**src/rtl/armleo_axi_read_demux_if.sv**
```systemverilog
// AXI4 read-channel bundle carrying N lanes packed side by side.
// One lane for the upstream host port, CLIENT_NUMBER lanes for the fan-out side.
interface armleo_axi_read_demux_if #(
    parameter int N          = 1,
    parameter int ADDR_WIDTH = 32,
    parameter int DATA_WIDTH = 32,
    parameter int ID_WIDTH   = 4
);
    logic [N-1:0]            arvalid;
    logic [N-1:0]            arready;
    logic [N*ADDR_WIDTH-1:0] araddr;
    logic [N*8-1:0]          arlen;
    logic [N*3-1:0]          arsize;
    logic [N*2-1:0]          arburst;
    logic [N*ID_WIDTH-1:0]   arid;
    logic [N-1:0]            arlock;
    logic [N*3-1:0]          arprot;

    logic [N-1:0]            rvalid;
    logic [N-1:0]            rready;
    logic [N*2-1:0]          rresp;
    logic [N-1:0]            rlast;
    logic [N*DATA_WIDTH-1:0] rdata;
    logic [N*ID_WIDTH-1:0]   rid;

    modport master (
        output arvalid, araddr, arlen, arsize, arburst, arid, arlock, arprot, rready,
        input  arready, rvalid, rresp, rlast, rdata, rid
    );

    modport slave (
        input  arvalid, araddr, arlen, arsize, arburst, arid, arlock, arprot, rready,
        output arready, rvalid, rresp, rlast, rdata, rid
    );
endinterface

```
**src/rtl/armleo_axi_read_demux.sv**
```systemverilog
// Routes one AXI4 read host to one of CLIENT_NUMBER clients by address decode,
// one burst at a time; unmapped addresses are answered with a local DECERR burst.
module armleo_axi_read_demux #(
    parameter int CLIENT_NUMBER = 4,
    parameter int ADDR_WIDTH    = 32,
    parameter int DATA_WIDTH    = 32,
    parameter int ID_WIDTH      = 4,
    parameter logic [CLIENT_NUMBER*ADDR_WIDTH-1:0] CLIENT_BASE = '0,
    parameter logic [CLIENT_NUMBER*ADDR_WIDTH-1:0] CLIENT_MASK = '0,
    localparam int CLIENT_NUMBER_CLOG2 = $clog2(CLIENT_NUMBER)
) (
    input logic clk,
    input logic rst,
    armleo_axi_read_demux_if.slave  upstream_axi,
    armleo_axi_read_demux_if.master downstream_axi
);

    typedef enum logic [1:0] {
        IDLE  = 2'd0,
        FWD_R = 2'd1,
        ERR_R = 2'd2
    } state_t;

    state_t                         state_q, state_d;
    logic [CLIENT_NUMBER_CLOG2-1:0] sel_q, sel_d;
    logic [ID_WIDTH-1:0]            err_id_q, err_id_d;
    logic [7:0]                     err_len_q, err_len_d;
    logic [7:0]                     beat_cnt_q, beat_cnt_d;

    logic                           hit;
    logic [CLIENT_NUMBER_CLOG2-1:0] hit_idx;

    logic                           up_arready;
    logic                           up_rvalid;
    logic [1:0]                     up_rresp;
    logic                           up_rlast;
    logic [DATA_WIDTH-1:0]          up_rdata;
    logic [ID_WIDTH-1:0]            up_rid;
    logic [CLIENT_NUMBER-1:0]       ds_arvalid;
    logic [CLIENT_NUMBER-1:0]       ds_rready;

    // Scan from the top so the lowest matching index is the one left standing.
    always_comb begin
        hit     = 1'b0;
        hit_idx = '0;
        for (int i = CLIENT_NUMBER - 1; i >= 0; i--) begin
            if ((upstream_axi.araddr & CLIENT_MASK[i*ADDR_WIDTH +: ADDR_WIDTH])
                    == CLIENT_BASE[i*ADDR_WIDTH +: ADDR_WIDTH]) begin
                hit     = 1'b1;
                hit_idx = CLIENT_NUMBER_CLOG2'(i);
            end
        end
    end

    always_comb begin
        state_d    = state_q;
        sel_d      = sel_q;
        err_id_d   = err_id_q;
        err_len_d  = err_len_q;
        beat_cnt_d = beat_cnt_q;
        up_arready = 1'b0;
        up_rvalid  = 1'b0;
        up_rresp   = 2'b00;
        up_rlast   = 1'b0;
        up_rdata   = '0;
        up_rid     = '0;
        ds_arvalid = '0;
        ds_rready  = '0;

        unique case (state_q)
            IDLE: begin
                if (hit) begin
                    ds_arvalid[hit_idx] = upstream_axi.arvalid;
                    up_arready          = downstream_axi.arready[hit_idx];
                    if (upstream_axi.arvalid && downstream_axi.arready[hit_idx]) begin
                        sel_d   = hit_idx;
                        state_d = FWD_R;
                    end
                end else if (upstream_axi.arvalid) begin
                    up_arready = 1'b1;
                    err_id_d   = upstream_axi.arid;
                    err_len_d  = upstream_axi.arlen;
                    beat_cnt_d = '0;
                    state_d    = ERR_R;
                end
            end

            FWD_R: begin
                up_rvalid        = downstream_axi.rvalid[sel_q];
                up_rresp         = downstream_axi.rresp[int'(sel_q)*2 +: 2];
                up_rlast         = downstream_axi.rlast[sel_q];
                up_rdata         = downstream_axi.rdata[int'(sel_q)*DATA_WIDTH +: DATA_WIDTH];
                up_rid           = downstream_axi.rid[int'(sel_q)*ID_WIDTH +: ID_WIDTH];
                ds_rready[sel_q] = upstream_axi.rready;
                if (up_rvalid && upstream_axi.rready && up_rlast) begin
                    state_d = IDLE;
                end
            end

            ERR_R: begin
                up_rvalid = 1'b1;
                up_rresp  = 2'b11;
                up_rid    = err_id_q;
                up_rlast  = (beat_cnt_q == err_len_q);
                // Counter wraps only on the 256th beat, which is also the exit.
                if (upstream_axi.rready) begin
                    beat_cnt_d = beat_cnt_q + 8'd1;
                    if (up_rlast) begin
                        state_d = IDLE;
                    end
                end
            end

            default: state_d = IDLE;
        endcase

        if (rst) begin
            up_arready = 1'b0;
            up_rvalid  = 1'b0;
            up_rresp   = 2'b00;
            up_rlast   = 1'b0;
            up_rdata   = '0;
            up_rid     = '0;
            ds_arvalid = '0;
            ds_rready  = '0;
        end
    end

    always_ff @(posedge clk) begin
        if (rst) begin
            state_q    <= IDLE;
            sel_q      <= '0;
            beat_cnt_q <= '0;
        end else begin
            state_q    <= state_d;
            sel_q      <= sel_d;
            beat_cnt_q <= beat_cnt_d;
        end
    end

    // Captured DECERR attributes are only meaningful once ERR_R is entered.
    always_ff @(posedge clk) begin
        err_id_q  <= err_id_d;
        err_len_q <= err_len_d;
    end

    assign upstream_axi.arready = up_arready;
    assign upstream_axi.rvalid  = up_rvalid;
    assign upstream_axi.rresp   = up_rresp;
    assign upstream_axi.rlast   = up_rlast;
    assign upstream_axi.rdata   = up_rdata;
    assign upstream_axi.rid     = up_rid;

    assign downstream_axi.arvalid = ds_arvalid;
    assign downstream_axi.rready  = ds_rready;
    assign downstream_axi.araddr  = {CLIENT_NUMBER{upstream_axi.araddr}};
    assign downstream_axi.arlen   = {CLIENT_NUMBER{upstream_axi.arlen}};
    assign downstream_axi.arsize  = {CLIENT_NUMBER{upstream_axi.arsize}};
    assign downstream_axi.arburst = {CLIENT_NUMBER{upstream_axi.arburst}};
    assign downstream_axi.arid    = {CLIENT_NUMBER{upstream_axi.arid}};
    assign downstream_axi.arlock  = {CLIENT_NUMBER{upstream_axi.arlock}};
    assign downstream_axi.arprot  = {CLIENT_NUMBER{upstream_axi.arprot}};

endmodule

```
**src/flat_wrapper.sv**
```systemverilog
// flat-port wrapper written by rule: the top's interface ports become plain ports
module armleo_axi_read_demux_flat 
#(
    parameter int CLIENT_NUMBER = 4,
    parameter int ADDR_WIDTH    = 32,
    parameter int DATA_WIDTH    = 32,
    parameter int ID_WIDTH      = 4,
    parameter logic [CLIENT_NUMBER*ADDR_WIDTH-1:0] CLIENT_BASE = '0,
    parameter logic [CLIENT_NUMBER*ADDR_WIDTH-1:0] CLIENT_MASK = '0,
    localparam int CLIENT_NUMBER_CLOG2 = $clog2(CLIENT_NUMBER)
)
  (clk, rst, upstream_axi_arvalid, upstream_axi_araddr, upstream_axi_arlen, upstream_axi_arsize, upstream_axi_arburst, upstream_axi_arid, upstream_axi_arlock, upstream_axi_arprot, upstream_axi_rready, upstream_axi_arready, upstream_axi_rvalid, upstream_axi_rresp, upstream_axi_rlast, upstream_axi_rdata, upstream_axi_rid, downstream_axi_arvalid, downstream_axi_araddr, downstream_axi_arlen, downstream_axi_arsize, downstream_axi_arburst, downstream_axi_arid, downstream_axi_arlock, downstream_axi_arprot, downstream_axi_rready, downstream_axi_arready, downstream_axi_rvalid, downstream_axi_rresp, downstream_axi_rlast, downstream_axi_rdata, downstream_axi_rid);
  armleo_axi_read_demux_if #(.N(1), .ADDR_WIDTH(ADDR_WIDTH), .DATA_WIDTH(DATA_WIDTH), .ID_WIDTH(ID_WIDTH)) upstream_axi_i ();
  armleo_axi_read_demux_if #(.N((4)), .ADDR_WIDTH(ADDR_WIDTH), .DATA_WIDTH(DATA_WIDTH), .ID_WIDTH(ID_WIDTH)) downstream_axi_i ();
  input logic clk;
  input logic rst;
  input wire logic [$bits(upstream_axi_i.arvalid)-1:0] upstream_axi_arvalid;
  input wire logic [$bits(upstream_axi_i.araddr)-1:0] upstream_axi_araddr;
  input wire logic [$bits(upstream_axi_i.arlen)-1:0] upstream_axi_arlen;
  input wire logic [$bits(upstream_axi_i.arsize)-1:0] upstream_axi_arsize;
  input wire logic [$bits(upstream_axi_i.arburst)-1:0] upstream_axi_arburst;
  input wire logic [$bits(upstream_axi_i.arid)-1:0] upstream_axi_arid;
  input wire logic [$bits(upstream_axi_i.arlock)-1:0] upstream_axi_arlock;
  input wire logic [$bits(upstream_axi_i.arprot)-1:0] upstream_axi_arprot;
  input wire logic [$bits(upstream_axi_i.rready)-1:0] upstream_axi_rready;
  output wire logic [$bits(upstream_axi_i.arready)-1:0] upstream_axi_arready;
  output wire logic [$bits(upstream_axi_i.rvalid)-1:0] upstream_axi_rvalid;
  output wire logic [$bits(upstream_axi_i.rresp)-1:0] upstream_axi_rresp;
  output wire logic [$bits(upstream_axi_i.rlast)-1:0] upstream_axi_rlast;
  output wire logic [$bits(upstream_axi_i.rdata)-1:0] upstream_axi_rdata;
  output wire logic [$bits(upstream_axi_i.rid)-1:0] upstream_axi_rid;
  output wire logic [$bits(downstream_axi_i.arvalid)-1:0] downstream_axi_arvalid;
  output wire logic [$bits(downstream_axi_i.araddr)-1:0] downstream_axi_araddr;
  output wire logic [$bits(downstream_axi_i.arlen)-1:0] downstream_axi_arlen;
  output wire logic [$bits(downstream_axi_i.arsize)-1:0] downstream_axi_arsize;
  output wire logic [$bits(downstream_axi_i.arburst)-1:0] downstream_axi_arburst;
  output wire logic [$bits(downstream_axi_i.arid)-1:0] downstream_axi_arid;
  output wire logic [$bits(downstream_axi_i.arlock)-1:0] downstream_axi_arlock;
  output wire logic [$bits(downstream_axi_i.arprot)-1:0] downstream_axi_arprot;
  output wire logic [$bits(downstream_axi_i.rready)-1:0] downstream_axi_rready;
  input wire logic [$bits(downstream_axi_i.arready)-1:0] downstream_axi_arready;
  input wire logic [$bits(downstream_axi_i.rvalid)-1:0] downstream_axi_rvalid;
  input wire logic [$bits(downstream_axi_i.rresp)-1:0] downstream_axi_rresp;
  input wire logic [$bits(downstream_axi_i.rlast)-1:0] downstream_axi_rlast;
  input wire logic [$bits(downstream_axi_i.rdata)-1:0] downstream_axi_rdata;
  input wire logic [$bits(downstream_axi_i.rid)-1:0] downstream_axi_rid;
  assign upstream_axi_i.arvalid = upstream_axi_arvalid;
  assign upstream_axi_i.araddr = upstream_axi_araddr;
  assign upstream_axi_i.arlen = upstream_axi_arlen;
  assign upstream_axi_i.arsize = upstream_axi_arsize;
  assign upstream_axi_i.arburst = upstream_axi_arburst;
  assign upstream_axi_i.arid = upstream_axi_arid;
  assign upstream_axi_i.arlock = upstream_axi_arlock;
  assign upstream_axi_i.arprot = upstream_axi_arprot;
  assign upstream_axi_i.rready = upstream_axi_rready;
  assign upstream_axi_arready = upstream_axi_i.arready;
  assign upstream_axi_rvalid = upstream_axi_i.rvalid;
  assign upstream_axi_rresp = upstream_axi_i.rresp;
  assign upstream_axi_rlast = upstream_axi_i.rlast;
  assign upstream_axi_rdata = upstream_axi_i.rdata;
  assign upstream_axi_rid = upstream_axi_i.rid;
  assign downstream_axi_arvalid = downstream_axi_i.arvalid;
  assign downstream_axi_araddr = downstream_axi_i.araddr;
  assign downstream_axi_arlen = downstream_axi_i.arlen;
  assign downstream_axi_arsize = downstream_axi_i.arsize;
  assign downstream_axi_arburst = downstream_axi_i.arburst;
  assign downstream_axi_arid = downstream_axi_i.arid;
  assign downstream_axi_arlock = downstream_axi_i.arlock;
  assign downstream_axi_arprot = downstream_axi_i.arprot;
  assign downstream_axi_rready = downstream_axi_i.rready;
  assign downstream_axi_i.arready = downstream_axi_arready;
  assign downstream_axi_i.rvalid = downstream_axi_rvalid;
  assign downstream_axi_i.rresp = downstream_axi_rresp;
  assign downstream_axi_i.rlast = downstream_axi_rlast;
  assign downstream_axi_i.rdata = downstream_axi_rdata;
  assign downstream_axi_i.rid = downstream_axi_rid;
  armleo_axi_read_demux #(.CLIENT_NUMBER(CLIENT_NUMBER), .ADDR_WIDTH(ADDR_WIDTH), .DATA_WIDTH(DATA_WIDTH), .ID_WIDTH(ID_WIDTH), .CLIENT_BASE(CLIENT_BASE), .CLIENT_MASK(CLIENT_MASK)) u_core (.clk(clk), .rst(rst), .upstream_axi(upstream_axi_i), .downstream_axi(downstream_axi_i));
endmodule
```
**config.mk**
```make
export PLATFORM = sky130hd
export DESIGN_NAME = armleo_axi_read_demux_flat
export DESIGN_NICKNAME = d
export VERILOG_FILES = /design/src/rtl/armleo_axi_read_demux_if.sv /design/src/rtl/armleo_axi_read_demux.sv /design/src/flat_wrapper.sv
export SDC_FILE = /design/constraint.sdc
export NUM_CORES = 1
export LEC_CHECK = 0
export ABC_AREA = 1
export CAP_MARGIN = 20
export CELL_PAD_IN_SITES_DETAIL_PLACEMENT = 1
export CELL_PAD_IN_SITES_GLOBAL_PLACEMENT = 2
export CORE_AREA = 2 2 185 187
export DETAILED_ROUTE_END_ITERATION = 10
export DIE_AREA = 0 0 187 189
export PLACE_DENSITY_LB_ADDON = 0.1
export SLEW_MARGIN = 5
export SYNTH_ARGS = -nofsm -noshare
export SYNTH_HDL_FRONTEND = slang
export SYNTH_SLANG_ARGS = --single-unit
```
**constraint.sdc**
```tcl
create_clock -name clk -period 0.9 [get_ports clk]
set_clock_uncertainty 0.15 [all_clocks]
set_input_delay 0.18 -clock clk [delete_from_list [all_inputs] [get_ports clk]]
set_output_delay 0.18 -clock clk [all_outputs]
set_load 0.02 [all_outputs]
```
==> results of run 1 <==
## worst paths after layout
| check | start | to | slack (ns) | depth (start not counted) |
|---|---|---|---|---|
| worst max-delay path | downstream_axi_rdata[5] | upstream_axi_rdata[5] | -0.41 | 4 |
| worst max register to register | u_core.state_q[0]$_SDFFE_PP0P_ | u_core.state_q[0]$_SDFFE_PP0P_ | -0.36 | 6 |
| worst min register to register | u_core.state_q[0]$_SDFFE_PP0P_ | u_core.state_q[0]$_SDFFE_PP0P_ | 0.81 | 7 |
| worst min-delay path | upstream_axi_araddr[13] | downstream_axi_araddr[13] | 0.21 | 0 |
## area by class of cell
| class | count | area [µm²] | share of cell area [%] |
|---|---|---|---|
| diodes | 2 | 5.005 | 0.1900 |
| repair buffers | 106 | 1174 | 44.56 |
| multi-input cells | 98 | 863.3 | 32.78 |
| flip-flops and latches | 1 | 23.77 | 0.9026 |
| inverters | 2 | 7.507 | 0.2850 |
| well taps | 448 | 560.5 | 21.28 |
## logic make-up (layout without fill, tap and decap cells)
kind of cell | Yosys count | in the layout | synth area share, %
buffers and inverters | 230 | 108 | 80.88
DFF | 1 | 1 | 0.9185
other | 1 | 8 | 0.1721
and+or+nand+nor | 92 | 92 | 18.03
## power by group through the flow
stage,Clock [µW],Sequential (µW),Combinational [µW]
2_1_floorplan,0,50.3,1810
3_3_place_gp,0,55.4,824
3_5_place_dp,0,56.0,819
4_1_cts,0,56.3,974
5_1_grt,0.000149,56.8,1060
6_report,0.00312,54.8,977
## routing by layer
layer  GRT usage (%)  up-vias  part of all wire (%)
li1                -      513                     -
met1           4.215      486                    37
met2           5.762       89                    43
met3           2.984       26                    19
met4          0.7326        0                   1.3
met5               0        -                     0
## layout by cell type (no fill, tap or decap)
master | Yosys | layout
buf_6 | 3 | 34
inv_2 | 0 | 1
nand2_2 | 9 | 20
dlygate4sd2_1 | 0 | 22
nor2_1 | 35 | 1
buf_16 | 0 | 2
buf_8 | 3 | 1
nor2_2 | 10 | 1
dlymetal6s2s_1 | 0 | 2
clkbuf_16 | 0 | 1
buf_12 | 1 | 6
inv_1 | 2 | 1
nand2_1 | 38 | 11
buf_4 | 220 | 18
dfxtp_4 | 0 | 1
clkdlybuf4s50_1 | 0 | 19
diode_2 | 0 | 2
bufbuf_16 | 0 | 1
nand2_4 | 0 | 16
conb_1 | 1 | 6
nor2_4 | 0 | 43
## timing repair
action / in CTS / in global routing
setup endpoints to repair: 44 / 44
pin swaps: 3 / 1
gates cloned: 3 / 1
gates resized for setup: 300 / 15
endpoints found under the hold margin: 0 / 0
buffers inserted: 3 / 0
## through the flow
| step | total power [µW] | utilization, % | setup slack [ns] | TNS, ns |
|---|---|---|---|---|
| 5_1_grt | 1114 | 7.906 | -0.4528 | -18.19 |
| 2_1_floorplan | 1856 | - | -0.1938 | -8.089 |
| 4_1_cts | 1030 | 7.677 | -0.4351 | -16.86 |
| 3_5_place_dp | 874.9 | 6.951 | -1.020 | -37.10 |
| 6_report | 1032 | 7.914 | -0.4144 | -15.60 |
| 3_3_place_gp | 879.0 | 6.951 | -1.040 | -37.13 |
## worst reg2reg max path, cell delays in order (launching register included)
cell and delay (ns):
dfxtp_4 0.36, buf_12 0.14, clkbuf_16 0.16, nand2_2 0.07, buf_4 0.13, nor2_2 0.09
nor2_1 0.05
==> impl_metrics.env, run 1 <==
export IMPL_finalCritPeriodShare_pct=146.0
export IMPL_setup_viol=44
export IMPL_syn_to_final_growth_pct=20.84
export IMPL_top_register="u_core.state_q"
export IMPL_grt_max_degree=16
export IMPL_grt_pass1_vias=1334
export IMPL_wirelength_um=7364
export IMPL_dieArea_mm2=0.03534
export IMPL_drc_errors=0
export IMPL_yosys_warnings=0
export IMPL_ir_worst_vdd_mv=0.1073
export IMPL_yosys_area_top_type_share_pct=75.77
export IMPL_clk_latency_ns=0
export IMPL_place_congestion=0.5835
export IMPL_ys_flop_type="dfxtp_1"
export IMPL_largest_register_ffs=1
export IMPL_synth_edff_count=0
export IMPL_dpl_hpwl_um=5974
export IMPL_num_rows=67
export IMPL_top_regs="u_core.state_q (1)"
export IMPL_grt_pass1_wl_um=10060
export IMPL_p_int_uw=525.2
export IMPL_cp_slowest_stage_delay_ns=0.48
export IMPL_slew_violations=0
export IMPL_pin_count=482
export IMPL_cp_required_ns=0.57
export IMPL_powerDensity_mw_per_mm2=391.9
export IMPL_drive_above_1_share_pct=70.05
export IMPL_synth_area_per_cell_um2=6.727
export IMPL_fmax_ghz=0.7608
export IMPL_rsz0062_at_grt="true"
export IMPL_p_sw_share_pct=49.11
export IMPL_start_kind="input port"
export IMPL_synth_common_cells="buf_4 (220), nand2_1 (38), nor2_1 (35)"
export IMPL_placed_cell_area_mm2=0.002313
export IMPL_holdCritPathClass="input port to output pin"
export IMPL_cp_num_buf_inv=2
export IMPL_overflow=0
export IMPL_critPathSlowestCell="clkdlybuf4s50_1"
export IMPL_ant_nets=0
export IMPL_fin_ws_ns=-0.4144
export IMPL_synth_area_top_cells="buf_4 (76%), nand2_1 (6.5%), nor2_1 (6.0%)"
export IMPL_dr_pass1_iters=2
export IMPL_grt_total_usage_pct=3.809
export IMPL_async_reset_ff_share_pct=0
export IMPL_power_switching_uw=506.9
export IMPL_worstPathCellList="clkdlybuf4s50_1 -> nand2_2 -> nor2_4 -> buf_6"
export IMPL_syn_inst=324
export IMPL_cp_arrival_ns=0.98
export IMPL_final_nets=430
export IMPL_power_frac_seq_pct=5.3
export IMPL_start_util_pct=6.549
export IMPL_synth_area_leader_cell="buf_4"
export IMPL_dp_cells=648
export IMPL_whs_ns=0.2100
export IMPL_final_cell_area_mm2=0.002634
export IMPL_core_area_mm2=0.03328
export IMPL_leakagePower_uw=0.0009557
export IMPL_vias_per_cell=1.696
export IMPL_path_delay_family="buffers and inverters"
export IMPL_drt_iter0_markers=13
export IMPL_io_buffers=87
export IMPL_crit_type="input port to output pin"
export IMPL_num_vias=1114
export IMPL_finalNonFillerCells=657
export IMPL_antenna_found_initial=1
export IMPL_dieHeight_um=189
export IMPL_end_kind="output pin"
export IMPL_status="finished, violations left"
export IMPL_fillCellCount=3951
export IMPL_maxCapViolations=0
export IMPL_synth_most_common_cell="buf_4"
export IMPL_p_comb_share_pct=94.7
export IMPL_violations="negative setup slack"
export IMPL_clkPwrFrac_pct=0
export IMPL_period_needed_ns=1.314
export IMPL_ys_seq_elements=1
export IMPL_die_width_um=187
export IMPL_synth_cell_type_count=12
export IMPL_avgRoutedWirePerCell_um=11.21
export IMPL_hold_buffers=0
export IMPL_finalHoldViolCount=0
export IMPL_critPathMaxFanout=1
export IMPL_syn_area_mm2=0.002180
export IMPL_synth_seq_area_share_pct=0.9185
No activity file was read; power rests on OpenSTA's default activity.
==> inputs of run 2 (changes only) <==
==> constraint.sdc (replaced) <==
create_clock -name clk -period 1.5 [get_ports clk]
set_clock_uncertainty 0.15 [all_clocks]
set_input_delay 0.3 -clock clk [delete_from_list [all_inputs] [get_ports clk]]
set_output_delay 0.3 -clock clk [all_outputs]
set_load 0.02 [all_outputs]
==> impl_metrics.env, run 2 (synthesized netlist as in run 1, its figures left out) <==
export IMPL_final_cell_mix="buf_4 (41), nand2_1 (37), nor2_1 (33)"
export IMPL_crit_type="input port to output pin"
export IMPL_largest_register_ffs=1
export IMPL_grt_max_degree=24
export IMPL_antenna_found_initial=2
export IMPL_worstHoldStart="upstream_axi_arlen[6]"
export IMPL_top_regs="u_core.state_q (1)"
export IMPL_ir_worst_vdd_mv=0.05156
export IMPL_clk_latency_ns=0
export IMPL_use_met1_pct=3.500
export IMPL_final_nets=424
export IMPL_finalCritPeriodShare_pct=96.08
export IMPL_worstPathCellList="buf_6 -> buf_4 -> buf_4 -> nor2_4 -> buf_6"
export IMPL_dpl_hpwl_um=5351
export IMPL_fillCellCount=4034
export IMPL_drt_iter0_markers=17
export IMPL_ant_nets=0
export IMPL_dr_pass1_iters=3
export IMPL_grt_pass1_wl_um=8811
export IMPL_cp_arrival_ns=0.99
export IMPL_r2r_setup_slack_ns=0.22
export IMPL_syn_to_final_growth_pct=-9.759
export IMPL_start_kind="input port"
export IMPL_pin_count=482
export IMPL_critPathSlowestCell="buf_4"
export IMPL_total_power_uw=393.6
export IMPL_grt_pass1_vias=1153
export IMPL_drive_above_1_share_pct=39.80
export IMPL_finalHoldViolCount=0
export IMPL_critPathMaxFanout=8
export IMPL_avgRoutedWirePerCell_um=9.722
export IMPL_grt_busiest_layer="met2"
export IMPL_cp_required_ns=1.05
export IMPL_met3_usage_pct=2.317
export IMPL_setup_viol=0
export IMPL_num_rows=67
export IMPL_maxCapViolations=0
export IMPL_place_congestion=0.6129
export IMPL_dieHeight_um=189
export IMPL_dieArea_mm2=0.03534
export IMPL_dp_cells=649
export IMPL_met2_usage_pct=5.047
export IMPL_io_buffers=87
export IMPL_wirelength_um=6329
export IMPL_worstHoldEndpoint="downstream_axi_arlen[22]"
export IMPL_leakagePower_uw=0.0008389
export IMPL_fmax_ghz=0.6939
export IMPL_core_area_mm2=0.03328
export IMPL_vias_per_cell=1.610
export IMPL_overflow=0
export IMPL_end_kind="output pin"
export IMPL_die_width_um=187
export IMPL_num_vias=1048
export IMPL_holdCritPathClass="input port to output pin"
export IMPL_drc_errors=0
export IMPL_worstRegToRegCells=6
export IMPL_finalNonFillerCells=651
export IMPL_rsz0062_at_grt="false"
export IMPL_slew_violations=0
export IMPL_status="finished, final reports clean"
export IMPL_powerDensity_mw_per_mm2=200.1
export IMPL_grt_total_usage_pct=3.280
export IMPL_layout_commonest_cell="buf_4"
export IMPL_top_register="u_core.state_q"
export IMPL_r2r_start="u_core.state_q[0]$_SDFFE_PP0P_"
export IMPL_hold_buffers=0
export IMPL_period_needed_ns=1.441
export IMPL_cp_slowest_stage_delay_ns=0.15
export IMPL_start_util_pct=6.549
export IMPL_post_cts_buffers=0
export IMPL_hold_depth=0
export IMPL_r2r_end="u_core.state_q[0]$_SDFFE_PP0P_"
[run 2: cell count changes in the layout (fill, tap and decap cells not counted), sizes merged]
cell,delta
clkdlybuf4s50,-19
dlymetal6s2s,+14
dlygate4sd2,+5
buf,-4
bufbuf,-1
clkbuf,-1
[run 2: layout make-up]
| cell class | instances | area [µm²] | share of cell area [%] |
|---|---|---|---|
| timing repair buffer | 100 | 942.2 | 47.90 |
| tap | 448 | 560.5 | 28.50 |
| multi-input combinational | 98 | 427.9 | 21.76 |
| sequential | 1 | 23.77 | 1.209 |
| inverter | 2 | 7.507 | 0.3817 |
| antenna | 2 | 5.005 | 0.2545 |
[run 2: worst max-delay path: cells and delay by family]
family / cells / cell delay, ns
and+or+nand+nor: 1 / 0.13
buffers and inverters: 4 / 0.56
[run 2: routing by layer]
layer | vias to the layer above | part of all wire (%)
met5 | - | 0
li1 | 494 | -
met2 | 88 | 43
met1 | 431 | 36
met4 | 0 | 3.1
met3 | 35 | 18
[run 2: how the worst max path moves through the flow]
stage                                         startpoint  slack (ns)  depth (start not counted)                        to
after CTS                            upstream_axi_rready       -0.08                          4  downstream_axi_rready[0]
after global placement               upstream_axi_rready       -0.56                          4  downstream_axi_rready[0]
after global routing      u_core.state_q[0]$_SDFFE_PP0P_        0.02                          4     upstream_axi_rdata[4]
after detailed placement             upstream_axi_rready       -0.55                          4  downstream_axi_rready[0]
after floorplan                                      rst        0.14                          3    upstream_axi_rdata[10]
final                                                rst        0.06                          5        upstream_axi_rlast
[run 2: through the flow]
stage                     TNS [ns]  hold WS, ns  cell area (µm²)  utilization, %  worst slack (ns)
final                            0       0.4500             1967           5.910           0.05883
after global routing             0       0.4501             1962           5.895           0.01825
after CTS                 -0.08853       0.4503             1907           5.730          -0.08343
after detailed placement    -19.58       0.4503             1986           5.966           -0.5533
after global placement      -20.09       0.4503             1986           5.966           -0.5579
after floorplan                  0       0.3265             2198               -            0.1378
[run 2: repair_timing]
item	in CTS	in global routing
endpoints found under the setup margin	43	32
resized for setup	242	21
pin swaps	29	16
[run 2: power breakdown]
| group | internal [µW] | leakage (µW) | switching (µW) |
|---|---|---|---|
| Combinational | 172 | 0.000830 | 187 |
| Clock | 0.000178 | 0.0000000127 | 0 |
| Sequential | 28.9 | 0.00000892 | 6.02 |
